===== src/rtl/ccsds_tx_sequencer.sv =====
// CCSDS transmit sequencer: sends the ASM followed by FRAME_BYTES payload bytes, bit-serial.
// Define CCSDS_TX_SEQ_IDLE_FRAME_EN to send all-zero idle frames whenever data is missing at frame start.
module ccsds_tx_sequencer #(
    parameter logic [31:0] ASM_WORD    = 32'h1ACFFC1D,
    parameter int          FRAME_BYTES = 223
) (
    input  logic        clk_i,
    input  logic        rst_i,
    input  logic        enable_i,
    input  logic [31:0] cycles_per_bit,
    input  logic [7:0]  data_i,
    input  logic        valid_i,
    output logic        ready_o,
    output logic        bit_o,
    output logic        bit_strobe_o,
    output logic        bit_payload_o,
    output logic        scr_init_o,
    output logic        scr_adv_o,
    output logic        frame_start_o,
    output logic        busy_o,
    output logic        underrun_o
);

`ifdef CCSDS_TX_SEQ_IDLE_FRAME_EN
    localparam logic IDLE_EN = 1'b1;
`else
    localparam logic IDLE_EN = 1'b0;
`endif

    localparam logic [9:0] LAST_BYTE = 10'(FRAME_BYTES - 1);

    typedef enum logic [1:0] {ST_IDLE, ST_ASM, ST_PAYLOAD} state_t;

    state_t      state_q, state_d;
    logic [31:0] cnt_q, cnt_d;
    logic [31:0] period_q, period_d;
    logic [4:0]  bit_idx_q, bit_idx_d;
    logic [9:0]  byte_cnt_q, byte_cnt_d;
    logic [7:0]  buf_q, buf_d;
    logic [7:0]  shift_q, shift_d;
    logic        buf_full_q, buf_full_d;
    logic        idle_frame_q, idle_frame_d;

    logic        strobe, bit_end, byte_first, start_ok, accept, free_buf;
    logic [7:0]  load_byte;

    always_comb begin
        state_d      = state_q;
        cnt_d        = cnt_q;
        period_d     = period_q;
        bit_idx_d    = bit_idx_q;
        byte_cnt_d   = byte_cnt_q;
        buf_d        = buf_q;
        shift_d      = shift_q;
        buf_full_d   = buf_full_q;
        idle_frame_d = idle_frame_q;

        strobe     = (state_q != ST_IDLE) && (cnt_q == 32'd0);
        // The period seen in a strobe cycle is the fresh input; it is then frozen for the rest of the bit.
        bit_end    = (state_q != ST_IDLE) && (cnt_q == (strobe ? cycles_per_bit : period_q));
        byte_first = strobe && (state_q == ST_PAYLOAD) && (bit_idx_q == 5'd0);
        start_ok   = enable_i && (buf_full_q || IDLE_EN);
        accept     = valid_i && !buf_full_q;
        free_buf   = byte_first && !idle_frame_q;
        load_byte  = (buf_full_q && !idle_frame_q) ? buf_q : 8'h00;

        if (strobe)
            period_d = cycles_per_bit;
        if (byte_first)
            shift_d = load_byte;

        if (accept) begin
            buf_d      = data_i;
            buf_full_d = 1'b1;
        end else if (free_buf) begin
            buf_full_d = 1'b0;
        end

        cnt_d = bit_end ? 32'd0 : cnt_q + 32'd1;

        case (state_q)
            ST_IDLE: begin
                cnt_d      = 32'd0;
                bit_idx_d  = 5'd0;
                byte_cnt_d = 10'd0;
                if (start_ok) begin
                    state_d      = ST_ASM;
                    idle_frame_d = IDLE_EN && !buf_full_q;
                end
            end
            ST_ASM: begin
                if (bit_end) begin
                    if (bit_idx_q == 5'd31) begin
                        state_d    = ST_PAYLOAD;
                        bit_idx_d  = 5'd0;
                        byte_cnt_d = 10'd0;
                    end else begin
                        bit_idx_d = bit_idx_q + 5'd1;
                    end
                end
            end
            ST_PAYLOAD: begin
                if (bit_end) begin
                    if (bit_idx_q == 5'd7) begin
                        bit_idx_d = 5'd0;
                        if (byte_cnt_q == LAST_BYTE) begin
                            byte_cnt_d = 10'd0;
                            if (start_ok) begin
                                state_d      = ST_ASM;
                                idle_frame_d = IDLE_EN && !buf_full_q;
                            end else begin
                                state_d = ST_IDLE;
                            end
                        end else begin
                            byte_cnt_d = byte_cnt_q + 10'd1;
                        end
                    end else begin
                        bit_idx_d = bit_idx_q + 5'd1;
                    end
                end
            end
            default: state_d = ST_IDLE;
        endcase
    end

    always_ff @(posedge clk_i) begin
        if (rst_i) begin
            state_q      <= ST_IDLE;
            cnt_q        <= 32'd0;
            period_q     <= 32'd0;
            bit_idx_q    <= 5'd0;
            byte_cnt_q   <= 10'd0;
            buf_q        <= 8'h00;
            shift_q      <= 8'h00;
            buf_full_q   <= 1'b0;
            idle_frame_q <= 1'b0;
        end else begin
            state_q      <= state_d;
            cnt_q        <= cnt_d;
            period_q     <= period_d;
            bit_idx_q    <= bit_idx_d;
            byte_cnt_q   <= byte_cnt_d;
            buf_q        <= buf_d;
            shift_q      <= shift_d;
            buf_full_q   <= buf_full_d;
            idle_frame_q <= idle_frame_d;
        end
    end

    always_comb begin
        bit_o = 1'b0;
        case (state_q)
            ST_ASM:     bit_o = ASM_WORD[5'd31 - bit_idx_q];
            // The first bit of a byte comes straight from the byte being loaded this cycle.
            ST_PAYLOAD: bit_o = byte_first ? load_byte[7] : shift_q[3'd7 - bit_idx_q[2:0]];
            default:    bit_o = 1'b0;
        endcase
    end

    assign ready_o       = !buf_full_q;
    assign bit_strobe_o  = strobe;
    assign bit_payload_o = (state_q == ST_PAYLOAD);
    assign scr_init_o    = strobe && (state_q == ST_ASM) && (bit_idx_q == 5'd0);
    assign frame_start_o = scr_init_o;
    assign scr_adv_o     = strobe && (state_q == ST_PAYLOAD);
    assign busy_o        = (state_q != ST_IDLE);
    assign underrun_o    = byte_first && !buf_full_q && !idle_frame_q;

endmodule


===== config.mk =====
export PLATFORM = sky130hd
export DESIGN_NAME = ccsds_tx_sequencer
export DESIGN_NICKNAME = d
export VERILOG_FILES = /design/src/rtl/ccsds_tx_sequencer.sv
export SDC_FILE = /design/constraint.sdc
export NUM_CORES = 1
export LEC_CHECK = 0
export ABC_CLOCK_PERIOD_IN_PS = 2900
export BUFFER_PORTS_ARGS = -buffer_cell sky130_fd_sc_hd__buf_2
export CAP_MARGIN = 20
export CORE_MARGIN = 4
export CORE_UTILIZATION = 45
export DETAILED_ROUTE_END_ITERATION = 6
export HOLD_SLACK_MARGIN = 0.12
export PLACE_DENSITY = 0.67
export SLEW_MARGIN = 20
export SYNTH_ARGS = -nofsm -noshare
export SYNTH_HDL_FRONTEND = slang
export SYNTH_SLANG_ARGS = --single-unit

===== constraint.sdc =====
create_clock -name clk_i -period 2.9 [get_ports clk_i]
set_input_delay 0.29 -clock clk_i [delete_from_list [all_inputs] [get_ports clk_i]]
set_output_delay 0.29 -clock clk_i [all_outputs]
set_load 0.01 [all_outputs]

* After elaboration in Yosys (flattened, before gate mapping)
Memories as Yosys holds them, arrays and structs flattened.
Cells that the tools add are included.
** Operators by class
- $add $sub $neg :: 5
- Multiplexer cells :: 33
- $lt $le $gt $ge :: 2
- Eq/ne operators :: 12
- Reductions and logical operators :: 26
** Operators by type and width (count)
- 10-bit two-way mux :: 5
- 32-bit by 1-bit adder with 32-bit output (second input constant) :: 1
- 32-bit == test :: 1
- 32-bit logical NOT :: 1
- 32-bit two-way mux :: 1
- 10-bit one-hot mux with 3 select lines :: 1
- 5-bit two-way mux :: 4
- 5-bit one-hot mux with 3 select lines :: 1
- 1-bit logical AND :: 12
- 2-bit two-way mux :: 6
- 10-bit by 1-bit adder with 10-bit output (second input constant) :: 1
- 10-bit by 8-bit == test with 1-bit output (second input constant) :: 1
- 1-bit two-way mux :: 10
- 8-bit two-way mux :: 1
- 5-bit by 6-bit < comparator with 1-bit output (second input constant) :: 1
- 2-bit by 1-bit inequality test with 1-bit output (second input constant) :: 3
- 2-bit inequality test (second input constant) :: 3
- 2-bit one-hot mux with 3 select lines :: 1
- 6-bit AND reduction :: 1
- 2-bit nonzero test :: 3
- 5-bit by 1-bit adder with 5-bit output (second input constant) :: 1
- 5-bit by 3-bit == test with 1-bit output (second input constant) :: 1
- 5-bit == test (second input constant) :: 1
- 5-bit logical NOT :: 1
- 14 further kinds :: 16
** Storage, ports and cells
- Memories :: 1
- Output and inout bits :: 9
- Bits in read-only memories :: 32
- Word-level logic and storage cells :: 88
- Register bits :: 99
- Bits of input ports :: 44
** Memories
- (no name shown) :: words 32, bits a word 1, rd ports 1, clocked after memory_dff 0, wr ports 0, RTL line 153 : ST_ASM: bit_o = ASM_WORD[5'd31 - bit_idx_q];

* Logic depth before layout (Yosys ltp)
Gate-level depths: netlist of run 1.
- Word-level depth :: 7
- Depth in mapped cells :: 12
- Gate-level depth less buffers :: 10

* Worst setup path after synthesis of run 1
No wires, ideal clock.
- Path type :: reg-to-reg
- From :: reg state_q[1]
- To :: reg bit_idx_q[0]
- Clock period less this slack :: 2.690 ns
- Stages on the path, launching flop included :: 11
- Slack :: 0.210 ns
- Buffers on the path :: 1
- Arrival time :: 2.570 ns
- Cells stage by stage :: dfxtp_1 > inv_1 > ha_1 > nor4_1 > nand4_1 > or2_1 > buf_2 > or3_1 > a22o_1 > a21oi_2 > mux2_2
** On the way
- Cells in the longest elaborated chain, start to end :: 7
- Elaborated cells on any way between the ends :: 13
- Those cells by class :: eq/ne: 5; mux: 2; reduce/logical: 6
** RTL lines
- from (decl) :: RTL line 34 : state_t state_q, state_d;
- from (signal assigned) :: RTL line 138 : state_q <= state_d;
- 2-bit nonzero test :: RTL line 58, 60
- 1-bit logical AND :: RTL line 58 : strobe = (state_q != ST_IDLE) && (cnt_q == 32'd0);
- 32-bit two-way mux
- 32-bit == test :: RTL line 60 : bit_end = (state_q != ST_IDLE) && (cnt_q == (strobe ? cycles_per_bit : period_q));
- 1-bit logical AND :: RTL line 60
- 2-bit inequality test (no source line) or 2-bit by 1-bit inequality test with 1-bit output (tied branches)
- 3-bit AND reduction (no source line)
- to (signal assigned) :: RTL line 141 : bit_idx_q <= bit_idx_d;
- to (decl) :: RTL line 37 : logic [4:0] bit_idx_q, bit_idx_d;
Parallel ways exist; a longest one is shown, timed or not.
A chain may end at the register's enable or synchronous reset.

* Worst setup path in the final report of run 1
- From :: reg cnt_q[9]
- To :: out underrun_o
** On the way
- Cells in the longest elaborated chain, start to end :: 6
** RTL lines
- from (decl) :: RTL line 35 : logic [31:0] cnt_q, cnt_d;
- from (signal assigned) :: RTL line 139 : cnt_q <= cnt_d;
- 32-bit logical NOT :: RTL line 58
- 1-bit logical AND :: RTL line 58
- 1-bit logical AND (2 in a row) :: RTL line 61 : byte_first = strobe && (state_q == ST_PAYLOAD) && (bit_idx_q == 5'd0);
- 1-bit logical AND (2 in a row) :: RTL line 167 : assign underrun_o = byte_first && !buf_full_q && !idle_frame_q;
- to (decl) :: RTL line 21 : output logic underrun_o
No other way between the ends.

==> impl_results.md, run 1 <==
- Status: finished with violations
- Failing checks: design-rule violations
- Top post-synthesis cells by area: dfxtp_1 (36%), nand2_1 (7.2%), a21oi_1 (5.2%), nor2b_1 (5.1%), nor2_1 (5.0%)
- Max Cap Viol: 0
- Detailed Place HPWL: 11.8 mm
- First-pass GRT wire length: 25.6 mm
- Clock Latency Late Sink: 0.35 ns
- Largest area contributor in the netlist: dfxtp_1
- Number of remaining DRC errors: 4
- NetSw: 1.36 mW
- Fin nets: slightly above 800
- Die width: about 120 microns
- Grt ovf: 0
- Core area: 0.0116 sq mm
- Clk root buf: clkbuf_16
- P&R area growth vs syn: 16.9%
- Clock Sinks: 98
- Clock power share: 0.317
- Vias per cell: 5.76
- Number of synthesized flops with an enable pin: 0
- Max Slew Vio Count: 0
- Die Height: 117 microns
- Share of layout cells above drive strength 1: 0.165
- Final hold violations: 0
- Logic pwr share: 0.292
- Vias after detailed routing: 5230
- Synth Register Bits: 98
- Tcrit/Tclk final: 0.964
- Initial Util: 0.466
- Cell Area, Synth: 0.00539 sq mm
- Sum of negative setup slack: 0 ns
- Final ANT Viol Nets: 0
- Die ar.: 0.0138 sq mm
- Input/output buffers: 52
- Vias in the first global route: between 5000 and 6000
- TritonCTS clock tree: done
- Gpl congestion: 0.951
- All-Layer GR Usage: 0.226
- Setup CP Type: reg -> out
- Post-CTS setup buffer count: 0
- Fmax: 358 MHz
- Sequential cell fraction of total power: 0.391
- Clk buf depth: 2
- Reg2reg setup slack: 0.11 ns
- Number of diodes: 0
- Mean Syn Cell Area: 7.69 sq um
- Worst endpoint data arrival time: 2.50 ns
- Rows: 39
- Top-area cell type share of the netlist area: 0.364
- Max-slew headroom: 0.495
- Pleak: about 2.4 nW
- Hold-fix buffers, CTS: 0
- Worst hold path type: in -> reg
- RSZ-0062 raised after global routing: yes
- CP max FO: 15
- Switching portion of total power: 0.347
- Asr flop ratio synth: 0
- Yosys warns: 0
- Startpoint types: flip-flop
- Hold slack: 0.173 ns
- Setup crit end kind: output port
- Finished Layout Cells: 908
- Sequential share of the synthesized area: 0.364
- Number of H-tree levels: 3
- Worst Clk Skew: 0.00641 ns
- DR pass1 iterations: 7
- Primary FF master, synth: dfxtp_1
- Worst-path clk slew: approximately 0.07 ns
- Routed WL: 15.8 mm
- Fin crit period: 2.79 ns
- Cells after DPL: about 890
- WL/cell: 17.4 microns
- Top Ports: 53
- VDD IR-drop max: 0.000440 V
- Num CTS Buffers: 9
- Pwr Density: between 600 and 700 mW/mm^2
- Initial antenna violation count: 0
- Syn Nets: 756
- Filler cell count: roughly 1100
- Cell variety after synth: a little under 60
- DRT iter0 DRCs: 500
- Maximum number of pins on one net before global-route repair: 55
- Crit path required time: 2.61 ns
- Total internal power: 2.56 mW
- Slew @ Worst Pin: approximately 0.75 ns
- Post-Synthesis Cells: 701
- Endpoints failing setup: 0
==> metrics by stage <==
step                      power (mW)  setup slack, ns   util  cell area, sq um
after global routing            4.12          -0.0134  0.544              6300
after global placement          2.62            0.157  0.514              5950
after detailed placement        2.65           0.0208  0.514              5950
final                           3.93            0.105  0.544              6300
after CTS                       3.89          0.00701  0.541              6260
after floorplan                 2.23            0.210      -              5390
==> sequential cells by signal (all words and copies together) (netlist names) <==
register,cells
bit_idx_q,5
period_q,32
buf_full_q,1
state_q,2
buf_q,8
shift_q,8
byte_cnt_q,10
cnt_q,32
==> power by group through the flow <==
stage	clock, mW	sequential, mW	combinational [mW]
after floorplan	0	1.53	0.701
after global placement	0	1.56	1.07
after detailed placement	0	1.56	1.09
after CTS	1.26	1.53	1.10
after global routing	1.32	1.54	1.26
final	1.25	1.53	1.15
==> final cells by class <==
type                    instances  area [sq um]  share of cell area
multi-input cells             523          3140               0.498
flip-flops and latches         98          1970               0.312
repair buffers                 91           566              0.0898
clock buffers                   9           225              0.0358
well taps                     143           179              0.0284
inverters                      37           141              0.0225
clock inverters                 7          81.3              0.0129
==> kinds of logic after synthesis <==
| group | count (synthesis) | synth area share |
|---|---|---|
| DFF | 98 | 0.364 |
| xor gates and xnor gates | 44 | 0.0715 |
| adders and majority gates | 11 | 0.0255 |
| muxes | 8 | 0.0200 |
| AOI/OAI and AO/OA | 124 | 0.148 |
| buffers and inverters | 80 | 0.0604 |
| and+or+nand+nor | 336 | 0.310 |
==> metal layers <==
layer | vias up | global-route usage | share of wire
met1 | 2448 | 0.292 | 0.43
met3 | 43 | 0.0486 | 0.066
met2 | 199 | 0.369 | 0.47
li1 | 2540 | - | -
met4 | 0 | 0.0916 | 0.031
met5 | - | 0 | 0
==> path summary, 6_finish.rpt <==
path	from	endpoint	cells after the start
min reg2reg	buf_q[0]$_SDFFE_PP0P_	buf_q[0]$_SDFFE_PP0P_	2
max reg2reg	cnt_q[7]$_SDFF_PP0_	bit_idx_q[4]$_SDFFE_PP0P_	8
min	data_i[1]	buf_q[1]$_SDFFE_PP0P_	3
max	cnt_q[9]$_SDFF_PP0_	underrun_o	7
==> placed cells by master (no fill, tap or decap), types with 10 or more instances in the layout <==
cell type	Yosys	layout
nand2_1	104	104
dfxtp_1	98	96
nor2_1	72	72
a21oi_1	56	56
buf_2	5	52
nor2b_1	44	44
buf_4	1	38
inv_1	36	34
nand3_1	25	25
xor2_1	23	23
xnor2_1	21	21
nand4_1	17	17
nand2b_1	12	12
and3_1	11	11
o21ai_0	11	11
ha_1	11	10
==> cell usage after synthesis, drive strengths merged (2+ instances only) <==
cell type and number:
o22ai 7, or3 4, nand3 26, a41oi 5, ha 11, mux2 2
o31ai 2, o211ai 3, xor2 23, nand4 17, nand2b 12, xnor2 21
clkbuf 33, nor4 11, o311ai 2, and3 11, a31oi 9, nor2 72
or4 6, buf 10, a21oi 57, dfxtp 98, a22o 3, nand3b 6
and2 2, nor2b 44, o2111ai 4, mux4 2, o21ai 11, nand2 104
nor4b 3, a2111oi 10, and4 5, mux2i 4, inv 37, nor3 8
nor4bb 2
==> repair_timing <==
item                                    4_1_cts  5_1_grt
endpoints found under the setup margin        3       14
pin swaps                                     1        3
hold endpoints to repair                      0        0
resized for setup                             3       12
==> critical path, cell delays in order (launching register included) <==
cell and delay (ns):
dfxtp_1 0.38, nor4_1 0.40, nand4_1 0.21, or2_4 0.32, buf_4 0.21, or3_1 0.40, nor2_1 0.10, buf_2 0.14
Power figures use the tool's default switching activity.
==> run 2, diff against run 1 <==
==> constraint.sdc (replaced) <==
create_clock -name clk_i -period 2.9 [get_ports clk_i]
set_input_delay 0 -clock clk_i [delete_from_list [all_inputs] [get_ports clk_i]]
set_output_delay 0 -clock clk_i [all_outputs]
set_load 0.01 [all_outputs]
==> run 2 against run 1 <==
Net effect:
- the run now ends clean
- clock power down 7%
- worst setup slack gained 0.038 ns
- via count grew 4.8%
- maximum frequency rose by 1.4%
- sequential share of layout area shrank 2.2 points
- first-iteration DRC count up 27%
- worst hold slack worse by 0.036 ns
- clock skew increased by 0.0015 ns
- critical path depth rose by 2
- critical endpoint is now bit_idx_q[0]$_SDFFE_PP0P_
- largest power group unchanged
==> impl_results.md, run 2 (synthesis gave the netlist of run 1 again) <==
- Top Ports: 53
- Status: completed
- Buf/Inv on CP: 2
- Max Slew Vio Count: 0
- Worst path cell trace: buf_4 > nor4_1 > buf_4 > nand4_1 > or2_4 > or3_1 > a22o_2 > a21oi_2 > mux2_2
- Number of cells on the critical path: 9
- Detailed Place HPWL: about 12 mm
- P&R area growth vs syn: 25.6%
- Startpoint types: flip-flop
- Largest regs: cnt_q x32, period_q x32, byte_cnt_q x10
- Gpl congestion: 0.967
- TritonCTS clock tree: done
- Commonest non-fill, non-tap cell in the layout: nand2_1
- CP max FO: 8
- Pwr Density: 582 mW/mm^2
- Clock Sinks: 98
- Slowest cell on the critical path: or3_1
- Share of layout cells above drive strength 1: 0.153
- Filler cell count: 1037
- Max-slew headroom: 0.476
- Commonest non-fill, non-tap cells in the layout: nand2_1 (104), dfxtp_1 (95), nor2_1 (72)
- Core area: 0.0116 sq mm
- Clk root buf: clkbuf_16
- Number of diodes: 0
- Worst endpoint data arrival time: 2.99 ns
- Num CTS Buffers: 9
- Hold Path Depth: 2
- All-Layer GR Usage: 0.239
- Delay of the slowest critical-path stage: roughly 0.4 ns
- Finished Layout Cells: 959
- Worst-path clk slew: roughly 0.07 ns
- Initial Util: 0.466
- CP top delay family: simple AND/OR/NAND/NOR gates
- Number of H-tree levels: 3
- Clk buf depth: 2
- Endpoints failing setup: 0
- Fin area: 0.00677 sq mm
- Setup CP Type: reg -> reg
- Rows: 39
- Fmax: 363 MHz
- Clock Latency Late Sink: 0.35 ns
- GR Layer Usage met3: 0.0366
- Die ar.: 0.0138 sq mm
- Vias in the first global route: 5360
- Crit path required time: 3.14 ns
- DRT iter0 DRCs: ~630
- WL/cell: 17.2 microns
- Final ANT Viol Nets: 0
- Pleak: 2.63 nW
- Tcrit/Tclk final: 0.951
- VDD IR-drop max: 0.000367 V
- Slew @ Worst Pin: about 0.78 ns
- DR pass1 iterations: 6
- RSZ-0062 raised after global routing: yes
- Fin crit period: 2.76 ns
- Die Height: 117 microns
- Placed cell area: 0.00596 sq mm
- Setup crit end kind: flip-flop
- Fin nets: 866
- Die width: 117 microns
- Met1 GRT Util: 0.317
- GR peak layer: met2
- Final hold violations: 0
- Reg2Reg Depth: 9
- Tot Pwr: 3.94 mW
- Max Cap Viol: 0
- First-pass GRT wire length: 27.0 mm
- Met2 Resource Use GR: 0.394
- Input/output buffers: 52
- Worst hold path type: in -> reg
- Maximum number of pins on one net before global-route repair: 43
- Routed WL: 16.5 mm
- Most used cell, CP: buf_4
- Cells after DPL: ~890
- Post-CTS setup buffer count: 0
- Vias after detailed routing: 5479
- Grt ovf: 0
- Number of remaining DRC errors: 0
- Initial antenna violation count: 0
- Vias per cell: 5.71
- Worst Clk Skew: 0.00786 ns
[run 2: changes by cell type in the layout (fill, tap and decap cells not counted), sizes merged]
cell / delta
buf: +2
bufinv: -1
clkinv: +2
clkinvlp: -1
dlygate4sd3: +49
[run 2: final cells by class]
cell class	instances	area [sq um]	area share
inverter	37	139	0.0205
sequential	98	1970	0.291
clock inverter	7	61.3	0.00906
multi-input combinational	523	3110	0.460
clock buffer	9	225	0.0333
tap	143	179	0.0264
timing repair buffer	142	1080	0.160
[run 2: metrics by stage]
| stage | hold slack, ns | worst slack [ns] | util | TNS, ns |
|---|---|---|---|---|
| 2_1_floorplan | 0.136 | 0.210 | - | 0 |
| 3_3_place_gp | 0.246 | 0.113 | 0.515 | 0 |
| 3_5_place_dp | 0.251 | 0.0623 | 0.515 | 0 |
| 4_1_cts | 0.120 | 0.0163 | 0.583 | 0 |
| 5_1_grt | 0.144 | -0.0203 | 0.585 | -0.0203 |
| 6_report | 0.136 | 0.144 | 0.585 | 0 |
[run 2: timing repair]
item	CTS	global route
hold buffers	49	0
endpoints found under the hold margin	40	0
setup endpoints to repair	0	17
gates resized for setup	0	11
[run 2: where the power goes]
group | internal, mW | leakage, nW | switching [mW]
sequential | 1.45 | 0.795 | 0.0825
combinational | 0.505 | 1.69 | 0.735
clock | 0.599 | 0.141 | 0.565
[run 2: layer usage]
metal / up-vias / share of wire / routed length [microns]
met2: 218 / 0.48 / 7940
met4: 0 / 0.032 / 527
met3: 39 / 0.055 / 899
met5: - / 0 / 0
li1: 2638 / - / -
met1: 2584 / 0.43 / 7100
[run 2: worst paths after layout]
path / startpoint / to / slack (ns)
hold reg to reg: buf_q[6]$_SDFFE_PP0P_ / buf_q[6]$_SDFFE_PP0P_ / 0.47
setup reg to reg: cnt_q[6]$_SDFF_PP0_ / bit_idx_q[0]$_SDFFE_PP0P_ / 0.14
setup / recovery: cnt_q[6]$_SDFF_PP0_ / bit_idx_q[0]$_SDFFE_PP0P_ / 0.14
hold / removal: rst_i / period_q[28]$_SDFF_PP0_ / 0.14
